`src/rtl/muldiv_pkg.sv`:
```
// muldiv_pkg: shared op/state encodings and width-sized constants for the RV32M multiply/divide unit.
// The constant helpers return 64-bit values; callers cast them down to their own XLEN (XLEN <= 64).
package muldiv_pkg;
    typedef enum logic [2:0] {
        OP_MUL, OP_MULH, OP_MULHSU, OP_MULHU, OP_DIV, OP_DIVU, OP_REM, OP_REMU
    } op_e;
    typedef enum logic [1:0] {S_IDLE, S_BUSY, S_FIX, S_DONE} state_e;
    function automatic logic [63:0] min_neg(input int w);
        return 64'(1) << (w - 1);
    endfunction
    function automatic logic [63:0] all_ones(input int w);
        return (64'(1) << w) - 64'(1);
    endfunction
endpackage

```
`src/rtl/muldiv_signfix.sv`:
```
// muldiv_signfix: conditional two's-complement negate, used for operand magnitudes and result sign fix-up.
module muldiv_signfix #(
    parameter int W = 32
) (
    input  logic [W-1:0] val_i,
    input  logic         neg_i,
    output logic [W-1:0] val_o
);
    assign val_o = neg_i ? -val_i : val_i;
endmodule

```
`src/rtl/muldiv_r32m.sv`:
```
// muldiv_r32m: iterative RV32M multiply/divide unit, one bit per cycle, with valid/ready handshakes,
// pipeline kill and a pass-through destination tag.
module muldiv_r32m
    import muldiv_pkg::*;
#(
    parameter int XLEN  = 32,
    parameter int TAG_W = 5
) (
    input  logic             clk_i,
    input  logic             rst_ni,
    input  logic             in_valid_i,
    output logic             in_ready_o,
    input  logic [2:0]       op_i,
    input  logic [XLEN-1:0]  a_i,
    input  logic [XLEN-1:0]  b_i,
    input  logic [TAG_W-1:0] tag_i,
    input  logic             kill_i,
    output logic             out_valid_o,
    input  logic             out_ready_i,
    output logic [XLEN-1:0]  result_o,
    output logic [TAG_W-1:0] out_tag_o,
    output logic             busy_o
);
    localparam int CW = $clog2(XLEN) + 1;
    localparam logic [XLEN-1:0] MINN = XLEN'(min_neg(XLEN));
    localparam logic [XLEN-1:0] ONES = XLEN'(all_ones(XLEN));

    state_e              state_q;
    op_e                 op_q;
    logic [CW-1:0]       cnt_q;
    logic [TAG_W-1:0]    tag_q;
    logic                neg_q, rneg_q, out_valid_q;
    logic [2*XLEN-1:0]   acc_q, acc_d;
    logic [XLEN-1:0]     b_q, result_q;

    op_e               op_in;
    logic              a_neg, b_neg, fast;
    logic [XLEN-1:0]   a_abs, b_abs, fast_res, rfix, fix_res;
    logic [XLEN:0]     msum, dtrial;
    logic [2*XLEN-1:0] pfix;

    assign op_in = op_e'(op_i);
    assign a_neg = (op_in inside {OP_MULH, OP_MULHSU, OP_DIV, OP_REM}) && a_i[XLEN-1];
    assign b_neg = (op_in inside {OP_MULH, OP_DIV, OP_REM}) && b_i[XLEN-1];

    muldiv_signfix #(.W(XLEN)) u_abs_a (.val_i(a_i), .neg_i(a_neg), .val_o(a_abs));
    muldiv_signfix #(.W(XLEN)) u_abs_b (.val_i(b_i), .neg_i(b_neg), .val_o(b_abs));

    // Divide by zero and signed overflow bypass the iteration and finish straight away.
    assign fast = op_i[2] && (b_i == '0 || ((op_in inside {OP_DIV, OP_REM}) && a_i == MINN && b_i == ONES));
    assign fast_res = (b_i == '0) ? (op_i[1] ? a_i : ONES) : (op_i[1] ? '0 : a_i);

    // Multiply: add multiplicand into the upper half when the lsb is set, then shift right.
    // Divide: shift remainder:quotient left and subtract the divisor when it fits.
    assign msum   = {1'b0, acc_q[2*XLEN-1:XLEN]} + (acc_q[0] ? {1'b0, b_q} : '0);
    assign dtrial = acc_q[2*XLEN-1:XLEN-1] - {1'b0, b_q};
    assign acc_d  = op_q[2] ? (dtrial[XLEN] ? {acc_q[2*XLEN-2:0], 1'b0}
                                            : {dtrial[XLEN-1:0], acc_q[XLEN-2:0], 1'b1})
                            : {msum, acc_q[XLEN-1:1]};

    // Negating the whole remainder:quotient pair yields the negated quotient in the low half.
    muldiv_signfix #(.W(2*XLEN)) u_fix_p (.val_i(acc_q), .neg_i(neg_q), .val_o(pfix));
    muldiv_signfix #(.W(XLEN)) u_fix_r (.val_i(acc_q[2*XLEN-1:XLEN]), .neg_i(rneg_q), .val_o(rfix));

    assign fix_res = (op_q == OP_MUL) ? pfix[XLEN-1:0]
                   : !op_q[2]         ? pfix[2*XLEN-1:XLEN]
                   : op_q[1]          ? rfix
                   :                    pfix[XLEN-1:0];

    always_ff @(posedge clk_i or negedge rst_ni) begin
        if (!rst_ni) begin
            state_q     <= S_IDLE;
            op_q        <= OP_MUL;
            cnt_q       <= '0;
            tag_q       <= '0;
            neg_q       <= 1'b0;
            rneg_q      <= 1'b0;
            acc_q       <= '0;
            b_q         <= '0;
            result_q    <= '0;
            out_valid_q <= 1'b0;
        end else if (kill_i) begin
            state_q     <= S_IDLE;
            out_valid_q <= 1'b0;
        end else begin
            case (state_q)
                S_IDLE: if (in_valid_i) begin
                    op_q    <= op_in;
                    tag_q   <= tag_i;
                    neg_q   <= a_neg ^ b_neg;
                    rneg_q  <= a_neg;
                    acc_q   <= {{XLEN{1'b0}}, a_abs};
                    b_q     <= b_abs;
                    cnt_q   <= '0;
                    state_q <= fast ? S_DONE : S_BUSY;
                    if (fast) begin
                        result_q    <= fast_res;
                        out_valid_q <= 1'b1;
                    end
                end
                S_BUSY: begin
                    acc_q <= acc_d;
                    cnt_q <= cnt_q + CW'(1);
                    if (cnt_q == CW'(XLEN - 1)) state_q <= S_FIX;
                end
                S_FIX: begin
                    result_q    <= fix_res;
                    out_valid_q <= 1'b1;
                    state_q     <= S_DONE;
                end
                S_DONE: if (out_ready_i) begin
                    out_valid_q <= 1'b0;
                    state_q     <= S_IDLE;
                end
                default: state_q <= S_IDLE;
            endcase
        end
    end

    assign in_ready_o  = (state_q == S_IDLE) && rst_ni;
    assign busy_o      = (state_q == S_BUSY) || (state_q == S_FIX);
    assign out_valid_o = out_valid_q;
    assign result_o    = result_q;
    assign out_tag_o   = tag_q;
endmodule

```
`config.mk`:
```
export PLATFORM = sky130hd
export DESIGN_NAME = muldiv_r32m
export DESIGN_NICKNAME = d
export VERILOG_FILES = /design/src/rtl/muldiv_pkg.sv /design/src/rtl/muldiv_signfix.sv /design/src/rtl/muldiv_r32m.sv
export SDC_FILE = /design/constraint.sdc
export NUM_CORES = 1
export LEC_CHECK = 0
export CAP_MARGIN = 25
export CORE_MARGIN = 5
export CORE_UTILIZATION = 50
export DETAILED_ROUTE_END_ITERATION = 16
export PLACE_DENSITY = 0.72
export SLEW_MARGIN = 10
export SYNTH_ARGS = -nofsm -noshare
export SYNTH_HDL_FRONTEND = slang
export SYNTH_HIERARCHICAL = 1
export SYNTH_SLANG_ARGS = --single-unit
```
`constraint.sdc`:
```
create_clock -name clk_i -period 3.7 [get_ports clk_i]
set_clock_uncertainty 0.2 [all_clocks]
set_input_delay 0.37 -clock clk_i [delete_from_list [all_inputs] [get_ports clk_i]]
set_output_delay 0.37 -clock clk_i [all_outputs]
set_load 0.005 [all_outputs]
```
==> impl_metrics.py, run 1 <==
metrics = {
    "logic_synthesis": {
        "synthArstFlopShare": 1.00,
        "ys.flop_type": "dfrtp_1",
        "syn_area_per_cell_um2": 7.98,
        "synth.most_common_cell": "nand2_1",
        "syn_inst": 1996,
        "synth_seq_cells": 147,
        "synth_cell_type_count": 79,
        "synth_nets": 2149,
        "yosysWarningCount": 6,
        "synth_top_area_frac": 0.231,
        "netlist_area_um2": 15900,
        "synth_commonest_cells": "193 x nand2_1, 186 x xnor2_1, 160 x a21oi_1, 147 x dfrtp_1, 146 x o21ai_0",
        "yosysTopAreaCell": "dfrtp_1",
        "synth.yosys.seq_area_share": 0.231,
        "synth_edf_count": 0,
        "synthTopCellsByArea": "dfrtp_1 23%, xnor2_1 10%, ha_1 5.8%, mux2i_1 5.4%, a21oi_1 5.0%",
    },
    "critical_path": {
        "crit_type": "reg -> reg",
        "cpMostUsedCell": "a21o_1",
        "slowest_stage": "fa_1",
        "arrival_ns": 3.78,
        "rrSetupSlack_ns": 0.11,
        "cp-start-kind": "register",
        "path_max_fanout": 12,
        "worst_setup_path_end_kind": "register",
        "crit_required_ns": 3.89,
        "slowest_delay_ns": 0.40,
        "cp_cell_sequence": "inv_1, ha_1, fa_1, nand2b_1, a21o_1, a2111oi_2, o21a_1, o21ai_0, a21o_1, nor2_8, buf_12, nor2_1, a211oi_2, a221o_1",
    },
    "routing": {
        "viasPerCell": 6.46,
        "firstDrtPassIters": 6,
        "ant_nets": 0,
        "drt_wl_total_um": 53900,
        "drc_errors": 0,
        "routedWlPerCell_um": 20.9,
        "vias": 16672,
        "detail_route.iter0.violations": 1775,
    },
    "cells_and_area": {
        "num_antenna_cells": 0,
        "sequential_cell_area_um2": 3680,
        "area_delta_synth_final_pct": 19.0,
        "nFillCells": 2758,
        "multi_input_area_um2": 11500,
        "fin_nets": 2318,
        "drive_gt1_frac": 0.130,
    },
    "clocking": {
        "tritoncts": "done",
        "path_clk_slew_ns": 0.07,
        "clkLatencyLatePin_ns": 0.46,
        "cts_buffers": 17,
        "clk_path_buf_depth": 2,
        "cts.sinks": 147,
        "ctsRootBufferMaster": "clkbuf_16",
        "cts_htree_levels": 4,
    },
    "timing": {
        "hold_violations": 0,
        "rsz0062_at_grt": "yes",
        "max_freq_mhz": 278,
        "report.final.slew_viol_count": 0,
        "setup_viol": 0,
        "setup_slack_ns": 0.107,
        "relSlewSlack": 0.252,
        "hold_ws_ns": 0.183,
        "fin_crit_ns": 3.59,
        "worst_pin_slew_ns": 1.12,
        "finalCritPeriodShare": 0.971,
    },
    "min_path": {
        "hp-class": "in -> async",
    },
    "die": {
        "rows": 65,
        "die_w_um": 188,
        "io_pins": 117,
        "dieArea_um2": 35500,
        "die-height_um": 188,
        "initial_utilization": 0.506,
        "core-area_um2": 31500,
    },
    "place": {
        "place_hpwl_um": 40500,
        "port_buffers": 116,
        "gp_congestion": 0.976,
        "dp_slack_ns": -0.0199,
    },
    "grt": {
        "grt_max_degree": 82,
        "grt_first_pass_wirelength_um": 85400,
        "grtUsageTotal": 0.296,
        "grt_pass1_vias": 15722,
        "antenna_found_initial": 1,
        "grt_overflow_total": 0,
    },
    "pwr": {
        "total_power_w": 0.0178,
        "p_per_area_nw_per_um2": 938,
        "vdd_drop_max_mv": 0.469,
        "p_leak_nw": 7.67,
    },
    "run": {
        "drv_cap": 0,
    },
    "outcome": {
        "status": "finished clean",
    },
}
## worst max-delay path, delay by kind of cell (launching register included)
| family | cells | cell delay (ns) |
|---|---|---|
| fa+ha+maj | 2 | 0.63 |
| buf+inv | 2 | 0.25 |
| simple gates | 3 | 0.46 |
| flops | 1 | 0.36 |
| compound gates | 7 | 1.61 |
## registers in the layout, summed over array words and instances (netlist names), 2 cells and up
signal     cells
acc_q         64
result_o      32
cnt_q          6
out_tag_o      5
op_q           3
b_q           32
state_q        2
## metal layers
layer,routed length [um],up-vias,track usage
met5,0,-,0
met4,1930,0,0.110
met2,23800,796,0.459
li1,-,7789,-
met3,5230,124,0.0660
met1,22900,7963,0.405
## kinds of logic (layout without fill, tap and decap cells)
group,after synthesis,in the layout,synth area share
DFF,147,147,0.231
and+or+nand+nor,594,594,0.192
buffers and inverters,194,376,0.0504
adders and majority gates,77,77,0.0613
xor gates and xnor gates,207,207,0.114
muxes,126,126,0.0823
AOI/OAI and AO/OA,651,651,0.269
## report_power, final
group | leakage, nW | internal [W] | switching (W) | total, W
clock | 0.276 | 0.000891 | 0.000856 | 0.00175
combinational | 5.54 | 0.00555 | 0.00713 | 0.0127
sequential | 1.85 | 0.00232 | 0.00103 | 0.00335
total | 7.67 | 0.00876 | 0.00901 | 0.0178
## area by class of cell
class | count | area share
clock inverter | 15 | 0.00727
sequential | 147 | 0.194
inverter | 75 | 0.0149
multi-input combinational | 1655 | 0.608
timing repair buffer | 269 | 0.127
tap | 402 | 0.0266
clock buffer | 17 | 0.0225
## stage by stage
| stage | instance area (um2) | utilization | cells | TNS (ns) |
|---|---|---|---|---|
| 2_1_floorplan | 15900 | - | 1996 | 0 |
| 3_3_place_gp | 18300 | 0.582 | 2546 | 0 |
| 3_5_place_dp | 18300 | 0.582 | 2546 | -0.0199 |
| 4_1_cts | 18900 | 0.600 | 2579 | 0 |
| 5_1_grt | 18900 | 0.602 | 2580 | -0.0629 |
| 6_report | 18900 | 0.602 | 2580 | 0 |
## path summary, 6_finish.rpt
| kind | from | to | cells past startpoint |
|---|---|---|---|
| worst max-delay path | acc_q[31]$_DFFE_PN0P_ | acc_q[46]$_DFFE_PN0P_ | 14 |
| worst min-delay path | rst_ni | b_q[18]$_DFFE_PN0P_ | 2 |
| worst max register to register | acc_q[31]$_DFFE_PN0P_ | acc_q[46]$_DFFE_PN0P_ | 14 |
| worst min register to register | out_tag_o[3]$_DFFE_PN0P_ | out_tag_o[3]$_DFFE_PN0P_ | 1 |
| max in group asynchronous | rst_ni | op_q[1]$_DFFE_PN0P_ | 3 |
| min in group clk_i | out_tag_o[3]$_DFFE_PN0P_ | out_tag_o[3]$_DFFE_PN0P_ | 1 |
## layout by cell type (no fill, tap or decap), types with 23 or more instances in the layout
cell type,instances
xnor2_1,186
buf_4,145
a21o_1,28
o21ai_0,143
nand2b_1,23
o31ai_1,49
a211oi_1,44
ha_1,71
a22oi_1,27
nand3_1,25
and2_1,38
nand4_1,27
o32ai_1,33
dfrtp_1,144
o21ai_1,28
clkdlybuf4s50_1,115
a21oi_1,160
nor4_1,32
inv_1,75
nand2_1,193
nor2_1,123
mux2i_1,86
mux2_2,40
o41ai_1,42
## timing repair
item	4_1_cts	5_1_grt
setup endpoints to repair	2	23
pin swaps	0	2
resized for setup	2	10
endpoints found under the hold margin	39	0
cloned	0	0
setup buffers	0	1
hold buffers	1	0
Note: power is estimated with default switching activity, not from simulation.
==> run 2, diff against run 1 <==
GPL_TIMING_DRIVEN = 1   (was default)
==> results of run 2 <==
The final DEF is identical to that of run 1; final timing and power are the same.
==> run 3, diff against run 2 <==
PLACE_DENSITY = 0.73   (was 0.72)
SLEW_MARGIN = default   (was 10)
SYNTH_HIERARCHICAL = default   (was 1)
==> run 3 against run 2 <==
Compared with the run above:
- design area shrank 6.5%
- critical endpoint is now result_o[29]$_DFFE_PN0P_
- critical path depth shrank 6
- clock power is essentially flat
- largest cell class unchanged
- critical path type unchanged
- via count is 6.0% lower
- register-to-register slack got worse by 0.05 ns
- highest routed layer unchanged
- synthesized area is 7.6% lower
- wire length down 5.3%
==> impl_metrics.py, run 3 <==
metrics = {
    "grt": {
        "grt_pass1_vias": 14881,
        "grt_first_pass_wirelength_um": 81100,
        "grt_max_degree": 79,
        "antenna_found_initial": 0,
        "grt_overflow_total": 0,
        "grtUsageTotal": 0.301,
    },
    "pwr": {
        "p_per_area_nw_per_um2": 875,
        "p_leak_nw": 7.67,
        "vdd_drop_max_mv": 0.593,
    },
    "timing": {
        "max_freq_mhz": 274,
        "setup_viol": 0,
        "worst_pin_slew_ns": 1.01,
        "setup_tns_ns": 0,
        "fin_crit_ns": 3.64,
        "finalCritPeriodShare": 0.985,
        "hold_violations": 0,
        "rsz0062_at_grt": "no",
        "report.final.slew_viol_count": 0,
        "relSlewSlack": 0.323,
    },
    "place": {
        "port_buffers": 116,
        "placed_area_um2": 17100,
        "gp_congestion": 0.955,
        "place_hpwl_um": 39300,
    },
    "critical_path": {
        "cpMostUsedCell": "or4_4",
        "slowest_delay_ns": 0.57,
        "path_delay_family": "simple AND/OR/NAND/NOR gates",
        "crit_required_ns": 3.81,
        "cp-start-kind": "register",
        "path_max_fanout": 3,
        "cp_num_buf_inv": 0,
        "arrival_ns": 3.75,
        "crit_type": "reg -> reg",
        "cp_cell_sequence": "or4_4, or2_4, or4_4, or3_4, or4_4, a211o_1, a2111oi_2, o31ai_1",
        "worst_setup_path_end_kind": "register",
        "slowest_stage": "or4_4",
    },
    "cells_and_area": {
        "fin_nets": 2232,
        "final_cell_mix": "237 x o21ai_0, 226 x nand2_1, 145 x dfrtp_1",
        "fin_area_um2": 17700,
        "nFillCells": 2697,
        "num_antenna_cells": 0,
        "regMostFlops": "acc_q",
        "drive_gt1_frac": 0.113,
        "largest_reg_flops": 64,
        "final_common_cell": "o21ai_0",
        "area_delta_synth_final_pct": 20.3,
    },
    "logic_synthesis": {
        "synth-compound-area-share": 0.277,
        "yosys.area_share.simple": 0.191,
        "synth.most_common_cell": "o21ai_0",
        "synth_seq_cells": 147,
        "synthAdderAreaFrac": 0.0665,
        "synthTopCellsByArea": "dfrtp_1 25%, o21ai_0 8.1%, ha_1 6.4%, xor2_1 6.0%, nand2_1 5.8%",
        "ys.flop_type": "dfrtp_1",
        "syn_area_per_cell_um2": 7.65,
        "synth_commonest_cells": "238 x o21ai_0, 226 x nand2_1, 147 x dfrtp_1, 135 x nor2_1, 128 x a21oi_1",
        "synth_xor_area_frac": 0.117,
        "synth.yosys.seq_area_share": 0.250,
        "synth_cell_type_count": 74,
        "synth_edf_count": 0,
        "yosysTopAreaCell": "dfrtp_1",
        "yosysWarningCount": 0,
        "synth_nets": 2077,
        "synthMuxAreaShare": 0.0468,
        "synth_top_family_by_area": "compound AO/OA/AOI/OAI gates",
        "synthArstFlopShare": 1.00,
        "syn_inst": 1923,
        "netlist_area_um2": 14700,
        "synth_top_area_frac": 0.250,
    },
    "routing": {
        "drc_errors": 0,
        "firstDrtPassIters": 5,
        "detail_route.iter0.violations": 1906,
        "viasPerCell": 6.33,
        "drt_wl_total_um": 51100,
        "ant_nets": 0,
        "routedWlPerCell_um": 20.6,
        "vias": 15665,
    },
    "die": {
        "io_pins": 117,
        "core-area_um2": 28900,
        "initial_utilization": 0.510,
        "dieArea_um2": 33000,
        "die-height_um": 182,
        "rows": 62,
        "die_w_um": 182,
    },
    "clocking": {
        "ctsRootBufferMaster": "clkbuf_16",
        "cts_buffers": 17,
        "cts.sinks": 147,
        "cts_htree_levels": 4,
        "path_clk_slew_ns": 0.08,
        "clk_path_buf_depth": 2,
        "clkLatencyLatePin_ns": 0.46,
        "tritoncts": "done",
    },
    "outcome": {
        "status": "finished clean",
    },
    "min_path": {
        "hp-class": "in -> async",
    },
    "run": {
        "drv_cap": 0,
    },
}
## run 3: cell count changes after synthesis, moves of 28 or more
cell	delta
o21ai_0	+92
a211oi_1	-31
mux2i_1	-34
xnor2_1	-90
nand2_1	+33
a21oi_1	-32
clkbuf_1	+28
xor2_1	+80
o32ai_1	-34
## run 3: final timing paths
path,cells after the start,startpoint,slack (ns),to
setup / recovery,8,acc_q[33]$_DFFE_PN0P_,0.06,result_o[29]$_DFFE_PN0P_
hold / removal,2,rst_ni,0.26,cnt_q[3]$_DFFE_PN0P_
setup reg to reg,8,acc_q[33]$_DFFE_PN0P_,0.06,result_o[29]$_DFFE_PN0P_
hold reg to reg,1,result_o[3]$_DFFE_PN0P_,0.27,result_o[3]$_DFFE_PN0P_
max in group asynchronous,3,rst_ni,1.92,result_o[19]$_DFFE_PN0P_
min in group clk_i,1,result_o[3]$_DFFE_PN0P_,0.27,result_o[3]$_DFFE_PN0P_
## run 3: report_power, final
part | switching (W) | internal (W)
clock network | 0.000812 | 0.000954
logic | 0.00613 | 0.00451
registers | 0.000804 | 0.00228
total | 0.00775 | 0.00774
## run 3: final cells by class
cell class / instances / area [um2] / share of cell area
clock buffers: 19 / 443 / 0.0250
clock inverters: 13 / 126 / 0.00713
inverters: 64 / 240 / 0.0136
multi-input cells: 1580 / 10400 / 0.584
flip-flops and latches: 147 / 3680 / 0.208
well taps: 384 / 480 / 0.0271
repair buffers: 268 / 2390 / 0.135
## run 3: timing repair
action                                 4_1_cts  5_1_grt
setup endpoints to repair                    0       28
hold buffers                                 1        0
endpoints found under the hold margin       58        0
buffers inserted                             0        3
gates resized for setup                      0       13
## run 3: per-layer routing
metal | global-route usage | wire length (um) | vias up | share of wire
met5 | 0 | 0 | - | 0
met2 | 0.476 | 23100 | 759 | 0.45
met4 | 0.107 | 1790 | 0 | 0.035
met3 | 0.0492 | 4300 | 127 | 0.084
met1 | 0.418 | 21900 | 7467 | 0.43
li1 | - | - | 7312 | -
## run 3: cell families after synthesis
logic type / after synthesis
xor+xnor: 197
fa+ha+maj: 77
buf+inv: 196
flops: 147
simple gates: 590
mux: 67
compound gates: 649
## run 3: stage by stage
step | hold slack (ns) | total power (W) | setup slack [ns] | utilization | instances
finish | 0.263 | 0.0155 | 0.0563 | 0.614 | 2475
global route | 0.297 | 0.0166 | 0.00270 | 0.614 | 2475
CTS | 0.274 | 0.0152 | 0.0401 | 0.612 | 2472
detailed placement | 0.197 | 0.0134 | -0.0793 | 0.591 | 2439
global placement | 0.183 | 0.0132 | -0.0595 | 0.591 | 2439
floorplan | -0.126 | 0.00991 | 0.000979 | - | 1923
